<file path="src/rtl/wb_burst_master_if.sv">
`default_nettype none
// ============================================================================
// Module      : wb_burst_master_if
// Description : Wishbone B4 pipelined bus bundle between one initiator and
//               one target. The master modport is the initiator side.
// Revision    : 1.0 - initial release
// ============================================================================
interface wb_burst_master_if;
  logic        cyc;
  logic        stb;
  logic        we;
  logic [31:0] adr;
  logic [3:0]  sel;
  logic [31:0] dat_o;
  logic [31:0] dat_i;
  logic        ack;
  logic        err;
  logic        stall;

  modport master (
    output cyc, stb, we, adr, sel, dat_o,
    input  dat_i, ack, err, stall
  );

  modport slave (
    input  cyc, stb, we, adr, sel, dat_o,
    output dat_i, ack, err, stall
  );
endinterface
`default_nettype wire

</file>
<file path="src/rtl/wb_burst_master.sv">
`default_nettype none
// ============================================================================
// Module      : wb_burst_master
// Description : Wishbone B4 pipelined initiator. Turns one local command into
//               a burst of single-word transfers at incrementing addresses,
//               keeps a bounded number of requests in flight, honours STALL
//               and reports completion with an error summary.
// Revision    : 1.0 - initial release
// ============================================================================
module wb_burst_master #(
  parameter int MAX_LEN         = 16,
  parameter int MAX_OUTSTANDING = 4,
  parameter int LEN_W           = $clog2(MAX_LEN + 1)
) (
  input  logic              clk,
  input  logic              rst,
  input  logic              cmd_valid,
  output logic              cmd_ready,
  input  logic              cmd_we,
  input  logic [31:0]       cmd_adr,
  input  logic [3:0]        cmd_sel,
  input  logic [LEN_W-1:0]  cmd_len,
  input  logic              wr_valid,
  output logic              wr_ready,
  input  logic [31:0]       wr_data,
  output logic              rd_valid,
  output logic [31:0]       rd_data,
  output logic              done,
  output logic              done_err,
  wb_burst_master_if.master wb
);

  localparam int               OUT_W     = $clog2(MAX_OUTSTANDING + 1);
  localparam logic [LEN_W-1:0] MAX_LEN_C = LEN_W'(MAX_LEN);
  localparam logic [OUT_W-1:0] MAX_OUT_C = OUT_W'(MAX_OUTSTANDING);

  typedef enum logic [1:0] {
    IDLE  = 2'd0,
    ISSUE = 2'd1,
    DRAIN = 2'd2
  } state_t;

  state_t             state_q, state_d;
  logic               we_q, we_d;
  logic [31:0]        adr_q, adr_d;          // address of the next beat
  logic [3:0]         sel_q, sel_d;
  logic [LEN_W-1:0]   len_q, len_d;
  logic [LEN_W-1:0]   issued_q, issued_d;
  logic [OUT_W-1:0]   outstanding_q, outstanding_d;
  logic               err_seen_q, err_seen_d;
  logic               done_q, done_d;
  logic               done_err_q, done_err_d;

  logic               cyc;
  logic               stb;
  logic               accept;
  logic               resp;
  logic [LEN_W-1:0]   len_sat;

  assign len_sat = (cmd_len > MAX_LEN_C) ? MAX_LEN_C : cmd_len;

  // Bus cycle is open for the whole command; a strobe needs a free slot,
  // remaining beats, no prior error and, for writes, data on hand.
  assign cyc    = (state_q != IDLE);
  assign stb    = (state_q == ISSUE) && (issued_q < len_q) &&
                  (outstanding_q < MAX_OUT_C) && !err_seen_q &&
                  (!we_q || wr_valid);
  assign accept = stb && !wb.stall;
  // Responses with nothing outstanding are stray and ignored.
  assign resp   = cyc && (wb.ack || wb.err) && (outstanding_q != '0);

  assign cmd_ready = (state_q == IDLE);
  assign wr_ready  = accept && we_q;
  assign rd_valid  = wb.ack && cyc && !we_q;
  assign rd_data   = wb.dat_i;
  assign done      = done_q;
  assign done_err  = done_err_q;

  assign wb.cyc   = cyc;
  assign wb.stb   = stb;
  assign wb.we    = cyc && we_q;
  assign wb.sel   = cyc ? sel_q : 4'h0;
  assign wb.adr   = cyc ? adr_q : 32'h0;
  assign wb.dat_o = stb ? wr_data : 32'h0;

  // Next-state and counter update for the command/issue/drain sequence.
  always_comb begin
    state_d       = state_q;
    we_d          = we_q;
    adr_d         = adr_q;
    sel_d         = sel_q;
    len_d         = len_q;
    issued_d      = issued_q;
    outstanding_d = outstanding_q;
    err_seen_d    = err_seen_q;
    done_d        = 1'b0;
    done_err_d    = 1'b0;

    case (state_q)
      IDLE: begin
        if (cmd_valid) begin
          we_d          = cmd_we;
          adr_d         = cmd_adr;
          sel_d         = cmd_sel;
          len_d         = len_sat;
          issued_d      = '0;
          outstanding_d = '0;
          err_seen_d    = 1'b0;
          // A zero-length command completes without touching the bus.
          if (len_sat == '0) begin
            done_d = 1'b1;
          end else begin
            state_d = ISSUE;
          end
        end
      end

      ISSUE, DRAIN: begin
        if (accept) begin
          issued_d = issued_q + LEN_W'(1);
          adr_d    = adr_q + 32'd4;
        end
        case ({accept, resp})
          2'b10:   outstanding_d = outstanding_q + OUT_W'(1);
          2'b01:   outstanding_d = outstanding_q - OUT_W'(1);
          default: outstanding_d = outstanding_q;
        endcase
        if (resp && wb.err) begin
          err_seen_d = 1'b1;
        end
        if ((state_q == ISSUE) && ((issued_d == len_q) || err_seen_d)) begin
          state_d = DRAIN;
        end
        // Close the cycle once the last response has been taken.
        if ((state_d == DRAIN) && (outstanding_d == '0)) begin
          state_d    = IDLE;
          done_d     = 1'b1;
          done_err_d = err_seen_d;
        end
      end

      default: state_d = IDLE;
    endcase
  end

  // State and counter registers; reset abandons any burst in progress.
  always_ff @(posedge clk) begin
    if (rst) begin
      state_q       <= IDLE;
      we_q          <= 1'b0;
      adr_q         <= 32'h0;
      sel_q         <= 4'h0;
      len_q         <= '0;
      issued_q      <= '0;
      outstanding_q <= '0;
      err_seen_q    <= 1'b0;
      done_q        <= 1'b0;
      done_err_q    <= 1'b0;
    end else begin
      state_q       <= state_d;
      we_q          <= we_d;
      adr_q         <= adr_d;
      sel_q         <= sel_d;
      len_q         <= len_d;
      issued_q      <= issued_d;
      outstanding_q <= outstanding_d;
      err_seen_q    <= err_seen_d;
      done_q        <= done_d;
      done_err_q    <= done_err_d;
    end
  end

endmodule
`default_nettype wire
</file>
<file path="src/flat_wrapper.sv">
// flat-port wrapper written by rule: the top's interface ports become plain ports
module wb_burst_master_flat 
#(
  parameter int MAX_LEN         = 16,
  parameter int MAX_OUTSTANDING = 4,
  parameter int LEN_W           = $clog2(MAX_LEN + 1)
)
  (clk, rst, cmd_valid, cmd_ready, cmd_we, cmd_adr, cmd_sel, cmd_len, wr_valid, wr_ready, wr_data, rd_valid, rd_data, done, done_err, wb_cyc, wb_stb, wb_we, wb_adr, wb_sel, wb_dat_o, wb_dat_i, wb_ack, wb_err, wb_stall);
  wb_burst_master_if wb_i ();
  input  logic clk;
  input  logic rst;
  input  logic cmd_valid;
  output logic cmd_ready;
  input  logic cmd_we;
  input  logic [31:0] cmd_adr;
  input  logic [3:0] cmd_sel;
  input  logic [LEN_W-1:0] cmd_len;
  input  logic wr_valid;
  output logic wr_ready;
  input  logic [31:0] wr_data;
  output logic rd_valid;
  output logic [31:0] rd_data;
  output logic done;
  output logic done_err;
  output wire logic [$bits(wb_i.cyc)-1:0] wb_cyc;
  output wire logic [$bits(wb_i.stb)-1:0] wb_stb;
  output wire logic [$bits(wb_i.we)-1:0] wb_we;
  output wire logic [$bits(wb_i.adr)-1:0] wb_adr;
  output wire logic [$bits(wb_i.sel)-1:0] wb_sel;
  output wire logic [$bits(wb_i.dat_o)-1:0] wb_dat_o;
  input wire logic [$bits(wb_i.dat_i)-1:0] wb_dat_i;
  input wire logic [$bits(wb_i.ack)-1:0] wb_ack;
  input wire logic [$bits(wb_i.err)-1:0] wb_err;
  input wire logic [$bits(wb_i.stall)-1:0] wb_stall;
  assign wb_cyc = wb_i.cyc;
  assign wb_stb = wb_i.stb;
  assign wb_we = wb_i.we;
  assign wb_adr = wb_i.adr;
  assign wb_sel = wb_i.sel;
  assign wb_dat_o = wb_i.dat_o;
  assign wb_i.dat_i = wb_dat_i;
  assign wb_i.ack = wb_ack;
  assign wb_i.err = wb_err;
  assign wb_i.stall = wb_stall;
  wb_burst_master #(.MAX_LEN(MAX_LEN), .MAX_OUTSTANDING(MAX_OUTSTANDING), .LEN_W(LEN_W)) u_core (.clk(clk), .rst(rst), .cmd_valid(cmd_valid), .cmd_ready(cmd_ready), .cmd_we(cmd_we), .cmd_adr(cmd_adr), .cmd_sel(cmd_sel), .cmd_len(cmd_len), .wr_valid(wr_valid), .wr_ready(wr_ready), .wr_data(wr_data), .rd_valid(rd_valid), .rd_data(rd_data), .done(done), .done_err(done_err), .wb(wb_i));
endmodule
</file>
<file path="config.mk">
export PLATFORM = sky130hd
export DESIGN_NAME = wb_burst_master_flat
export DESIGN_NICKNAME = d
export VERILOG_FILES = /design/src/rtl/wb_burst_master_if.sv /design/src/rtl/wb_burst_master.sv /design/src/flat_wrapper.sv
export SDC_FILE = /design/constraint.sdc
export NUM_CORES = 1
export LEC_CHECK = 0
export ABC_CLOCK_PERIOD_IN_PS = 3000
export CORE_ASPECT_RATIO = 0.8
export CORE_MARGIN = 1
export CORE_UTILIZATION = 25
export CTS_BUF_LIST = sky130_fd_sc_hd__clkbuf_4 sky130_fd_sc_hd__clkbuf_8
export DETAILED_ROUTE_END_ITERATION = 8
export GPL_TIMING_DRIVEN = 0
export PLACE_DENSITY_LB_ADDON = 0.1
export SYNTH_ARGS = -nofsm -noshare
export SYNTH_HDL_FRONTEND = slang
export SYNTH_SLANG_ARGS = --single-unit
</file>
<file path="constraint.sdc">
create_clock -name clk -period 3 [get_ports clk]
set_input_delay 0.6 -clock clk [delete_from_list [all_inputs] [get_ports clk]]
set_output_delay 0.6 -clock clk [all_outputs]
set_load 0.1 [all_outputs]
</file>
* Word level (Yosys, flattened, before mapping) *
Cells that the tools add are included.

storage, ports and cells
  register bits after elaboration = 55
  bits of input ports = 113
  output and inout bits = 108
  word-level logic and storage cells = 89

operators by class
  $add $sub $neg = 4
  $lt $le $gt $ge = 3
  eq/ne operators = 9
  mux-type cells = 29
  bitwise logic cells = 2
  reduce and logical (&&, ||, !) cells = 32

operators by type and width
  cell                   count
  $mux 32                4
  $pmux 32 s2            1
  $add 32x3->32 const B  1
  $mux 5                 4
  $logic_and 1x1->1      14
  $pmux 3 s2             2
  $mux 2                 5
  $pmux 5 s2             1
  $eq 2x2->1 const B     3
  $mux 1                 6
  $mux 3                 2
  $reduce_and 2->1       3
  $add 5x1->5 const B    1
  $eq 5x5->1             1
  $gt 5x5->1 const B     1
  $logic_not 5->1        1
  $lt 5x5->1             1
  $eq 2x1->1 const B     2
  $mux 4                 1
  $ne 2x2->1 const B     2
  $pmux 1 s2             2
  $pmux 2 s2             1
  $reduce_bool 2->1      2
  $add 3x1->3 const B    1
  12 further kinds       17

* Depth between registers and ports, before layout *
  word-level depth = 17
  mapped depth = 14
  depth with buffers taken out = 14

* Worst setup path after synthesis *
Ideal clock, no wire load.

  path kind = register to register
  start = reg u_core.state_q[1]
  end = reg u_core.state_q[1]
  library setup time = 0.072 ns
  arrival time = 3.942 ns
  data required time = 2.928 ns
  slack = -1.014 ns
  stages on the path, launching flop included = 14
  buffers on the path = 0
  clock period less this slack = 4.014 ns
  path through = dfxtp_1 > inv_1 > ha_1 > inv_1 > o211a_1 > ha_1 > inv_1 > fa_1 > and3b_1 > a31oi_1 > nor3_1 > a221oi_1 > o31ai_1 > a2bb2oi_1

between the ends
  elaborated cells between the ends (all ways) = 34
  those cells by class = eq/ne (8); mux (10); reduce/logical (16)

RTL lines
  what                        line                    RTL
  from (decl)                 wb_burst_master.sv:43   state_t state_q, state_d;
  from (signal assigned)      wb_burst_master.sv:160  state_q <= state_d;
  $logic_not 2->1 (*)         n/a
  named net cmd_ready         flat_wrapper.sv:13      output logic cmd_ready;
  $ne 2x2->1 (no line)        n/a
  $reduce_and 2->1 (no line)  n/a

Mark *: on every way through the listed nets, which the timed path passes. The rest lies on a longest branch. The select of a mux whose other input is x is not followed.
A chain may end at the register's enable or synchronous reset.

* Worst setup path after layout *
  start = reg u_core.state_q[0]
  end = out wb_sel[3]

between the ends
  cells in the longest elaborated chain, start to end = 2

RTL lines
  what               line                   RTL
  $reduce_bool 2->1  wb_burst_master.sv:64  assign cyc = (state_q != IDLE);
  $mux 4             wb_burst_master.sv:82  assign wb.sel = cyc ? sel_q : 4'h0;
  to (decl)          flat_wrapper.sv:29     output wire logic [$bits(wb_i.sel)-1:0] wb_sel;

Every way passes these cells.

==> flow_summary.ini <==
[worst_setup_path]
r2r_slack_ps = 100
crit_path_start = u_core.state_q[0]
ff2ff_path_depth = 13
cp_slowest_cell = dlygate4sd2_1
crit_cells = 5
worstSetupEndpointType = output pin
max_stage_delay_ps = 860
critPathArrivalTime_ps = 2340
crit_fanout = 10
path_delay_family = buffers and inverters
r2r-start = u_core.state_q[0]
endpoint = wb_sel[3]
start_kind = register
cp_cell_sequence = inv_2 > ha_4 > clkbuf_2 > nor2b_1 > dlygate4sd2_1
r2r-end = u_core.state_q[1]
path_class = register to output pin
cp.required_ps = 2400
path_buf_inv = 3

[global_routing]
grt_antenna_before_repair = 0
grt_usage = 0.183
grt_pass1_wl_um = 25100
grt_max_degree = 17
grt_pass1_vias = 4777
grt-ovfl-total = 0

[logic_synthesis]
synth-edff-count = 0
ys_ff_latch = 55
yosysMostFrequentCell = nand2_1
syn_area_per_cell_sq_um = 7.28
synth_cell_types = 61
ys.warnings.count = 0
syn_inst = 574
synth_top_area_cell = dfxtp_1
yosys.area.top_type_share = 0.263
ys_async_sr_fraction = 0
synth_top_flop_cell = dfxtp_1
synth_area_leaders = dfxtp_1 26%, a21oi_1 6.8%, buf_4 5.9%
synth_fp_nets = 698
ys_top_cells_by_count = 62 x nand2_1, 57 x a21oi_1, 55 x dfxtp_1
syn-cell-area_sq_um = 4180
ys_seq_area_frac = 0.263

[finish]
syn_to_final_growth_pct = 58.2
finalNonFillerCells = 991
antennaDiodeCount = 0
final_net_count = 899
multi_input_area_sq_um = 2790
stdcell_area_sq_um = 6610
layout-drive-gt1-share = 0.242
utilization = 0.412
seq_area_sq_um = 1120
fill_cells = 1620

[power_and_ir_drop]
power_density_nw_per_um2 = 417
p_leak_nw = 2.52
ir_drop_mv = 0.261

[timing]
hold_ws_ps = 461
finalHoldViolations = 0
period_share = 0.979
clock_skew_ps = 5.33
setup_violations = 0
maxSlewViolCount = 0
timing.fmax_ghz = 0.341
tightest_slew_ps = 984
max_slew_margin = 0.342
grt_setup_unrepaired = true
min_period_ps = 2940

[die]
die_y_um = 118
io_pins = 221
initial_core_util = 0.260
die_area_sq_um = 17200
core_region_area_sq_um = 16100
die_width_um = 147
fp-row-count = 41

[route]
antenna_left = 0
drcViolationCount = 0
dr.pass1.iters = 5
wirelength_um = 16100
vias = 4825
viasPerCell = 4.87
routedWlPerCell_um = 16.3
dr.first_iter.drc_count = 336

[outcome]
outcome = finished, final reports clean

[cts]
tritoncts = built
root_buffer = clkbuf_8
clk_pin_slew_ps = 100
cts_hold_buf = 0
cts_buffers = 5
h-tree-depth = 2
clock-sinks = 55
clk_latency_ps = 320
clockBufferDepth = 2

[placed_design]
dp_hpwl_um = 12600
post_dp_cell_area_sq_um = 6410
portBuffers = 188
gp_congestion = 0.876
dp.cells = 977

[flow_run]
maxCapViolCount = 0

[min_path]
min_path_type = register to register
where the power goes:
group          internal, mW  switching, mW
Combinational         0.405          0.888
Sequential            0.786         0.0680
Clock                 0.343          0.266
Total                  1.53           1.22
how the worst min path moves through the flow:
stage | to | slack [ps] | startpoint | cells after the start
finish | u_core.sel_q[3] | 460 | u_core.sel_q[3] | 2
global route | u_core.sel_q[2] | 490 | u_core.sel_q[2] | 2
CTS | u_core.sel_q[3] | 470 | u_core.sel_q[3] | 2
detailed placement | u_core.sel_q[0] | 450 | u_core.sel_q[0] | 2
floorplan | u_core.sel_q[0] | 430 | u_core.sel_q[0] | 2
global placement | u_core.sel_q[3] | 440 | u_core.sel_q[3] | 2
flip-flops by register name, summed over array words and instances (netlist names), 2 cells and up:
| name | count |
|---|---|
| u_core.outstanding_q | 3 |
| u_core.adr_q | 32 |
| u_core.issued_q | 5 |
| u_core.len_q | 5 |
| u_core.sel_q | 4 |
| u_core.state_q | 2 |
layout by cell type, fill, tap and decap left out, drive strengths merged, types with 5 or more instances in the layout:
cell           synthesis  routed
nor2b                 39      39
ha                    10      10
a2111oi                5       5
clkdlybuf4s50          0     116
dlygate4sd2            0       5
clkdlybuf4s15          0      11
nor2                  38      38
xor2                   6       6
inv                   19      18
buf                   39      88
nor3                  10      10
nand3                 18      18
nand2                 62      62
a211oi                 9       9
dfxtp                 55      55
and3                   7       7
clkbuf                27      42
o21ai                 43      43
o21a                   6       6
nand2b                 5       5
a21oi                 59      59
and2                  37      37
a221oi                 5       5
nand4                  6       6
final cells by class:
type	instances	share of cell area
Multi-Input combinational cell	434	0.422
Timing Repair Buffer	194	0.277
Sequential cell	55	0.169
Buffer	66	0.0598
Tap cell	215	0.0407
Inverter	19	0.0117
Clock buffer	6	0.0115
Clock inverter	2	0.00908
metrics by stage:
stage                     power (mW)  setup TNS (ps)  setup slack [ps]
after global placement          2.14          -42970             -1040
after detailed placement        2.15          -44230             -1070
final                           2.76               0              64.0
after CTS                       2.76               0              2.99
after global routing            2.88            -182              -115
after floorplan                 1.76            -954              -137
kinds of logic after synthesis:
kind of cell / after synthesis / share of synthesized area
AO/OA/AOI/OAI: 161 / 0.242
XOR/XNOR: 10 / 0.0210
adder cells (fa/ha/maj): 11 / 0.0347
multiplexers: 3 / 0.00748
flip-flops: 55 / 0.263
AND/OR/NAND/NOR: 249 / 0.322
buffers and inverters: 85 / 0.109
what timing repair did:
item / CTS / global route
setup endpoints to repair: 76 / 60
pin swaps: 3 / 7
buffers inserted: 4 / 2
resized for setup: 287 / 90
per-layer routing:
| layer | part of all wire | wire length [um] | vias to the layer above | track usage |
|---|---|---|---|---|
| met4 | 0.0061 | 99 | 0 | 0.0365 |
| met2 | 0.47 | 7580 | 197 | 0.313 |
| li1 | - | - | 2388 | - |
| met1 | 0.46 | 7450 | 2234 | 0.243 |
| met5 | 0 | 0 | - | 0 |
| met3 | 0.061 | 985 | 6 | 0.0287 |
tightest hold or removal path: stages (launching register included):
cell and delay, ps:
dfxtp_1 320, nand2_1 50, a21oi_1 50
Note: power is estimated with default switching activity, not from simulation.
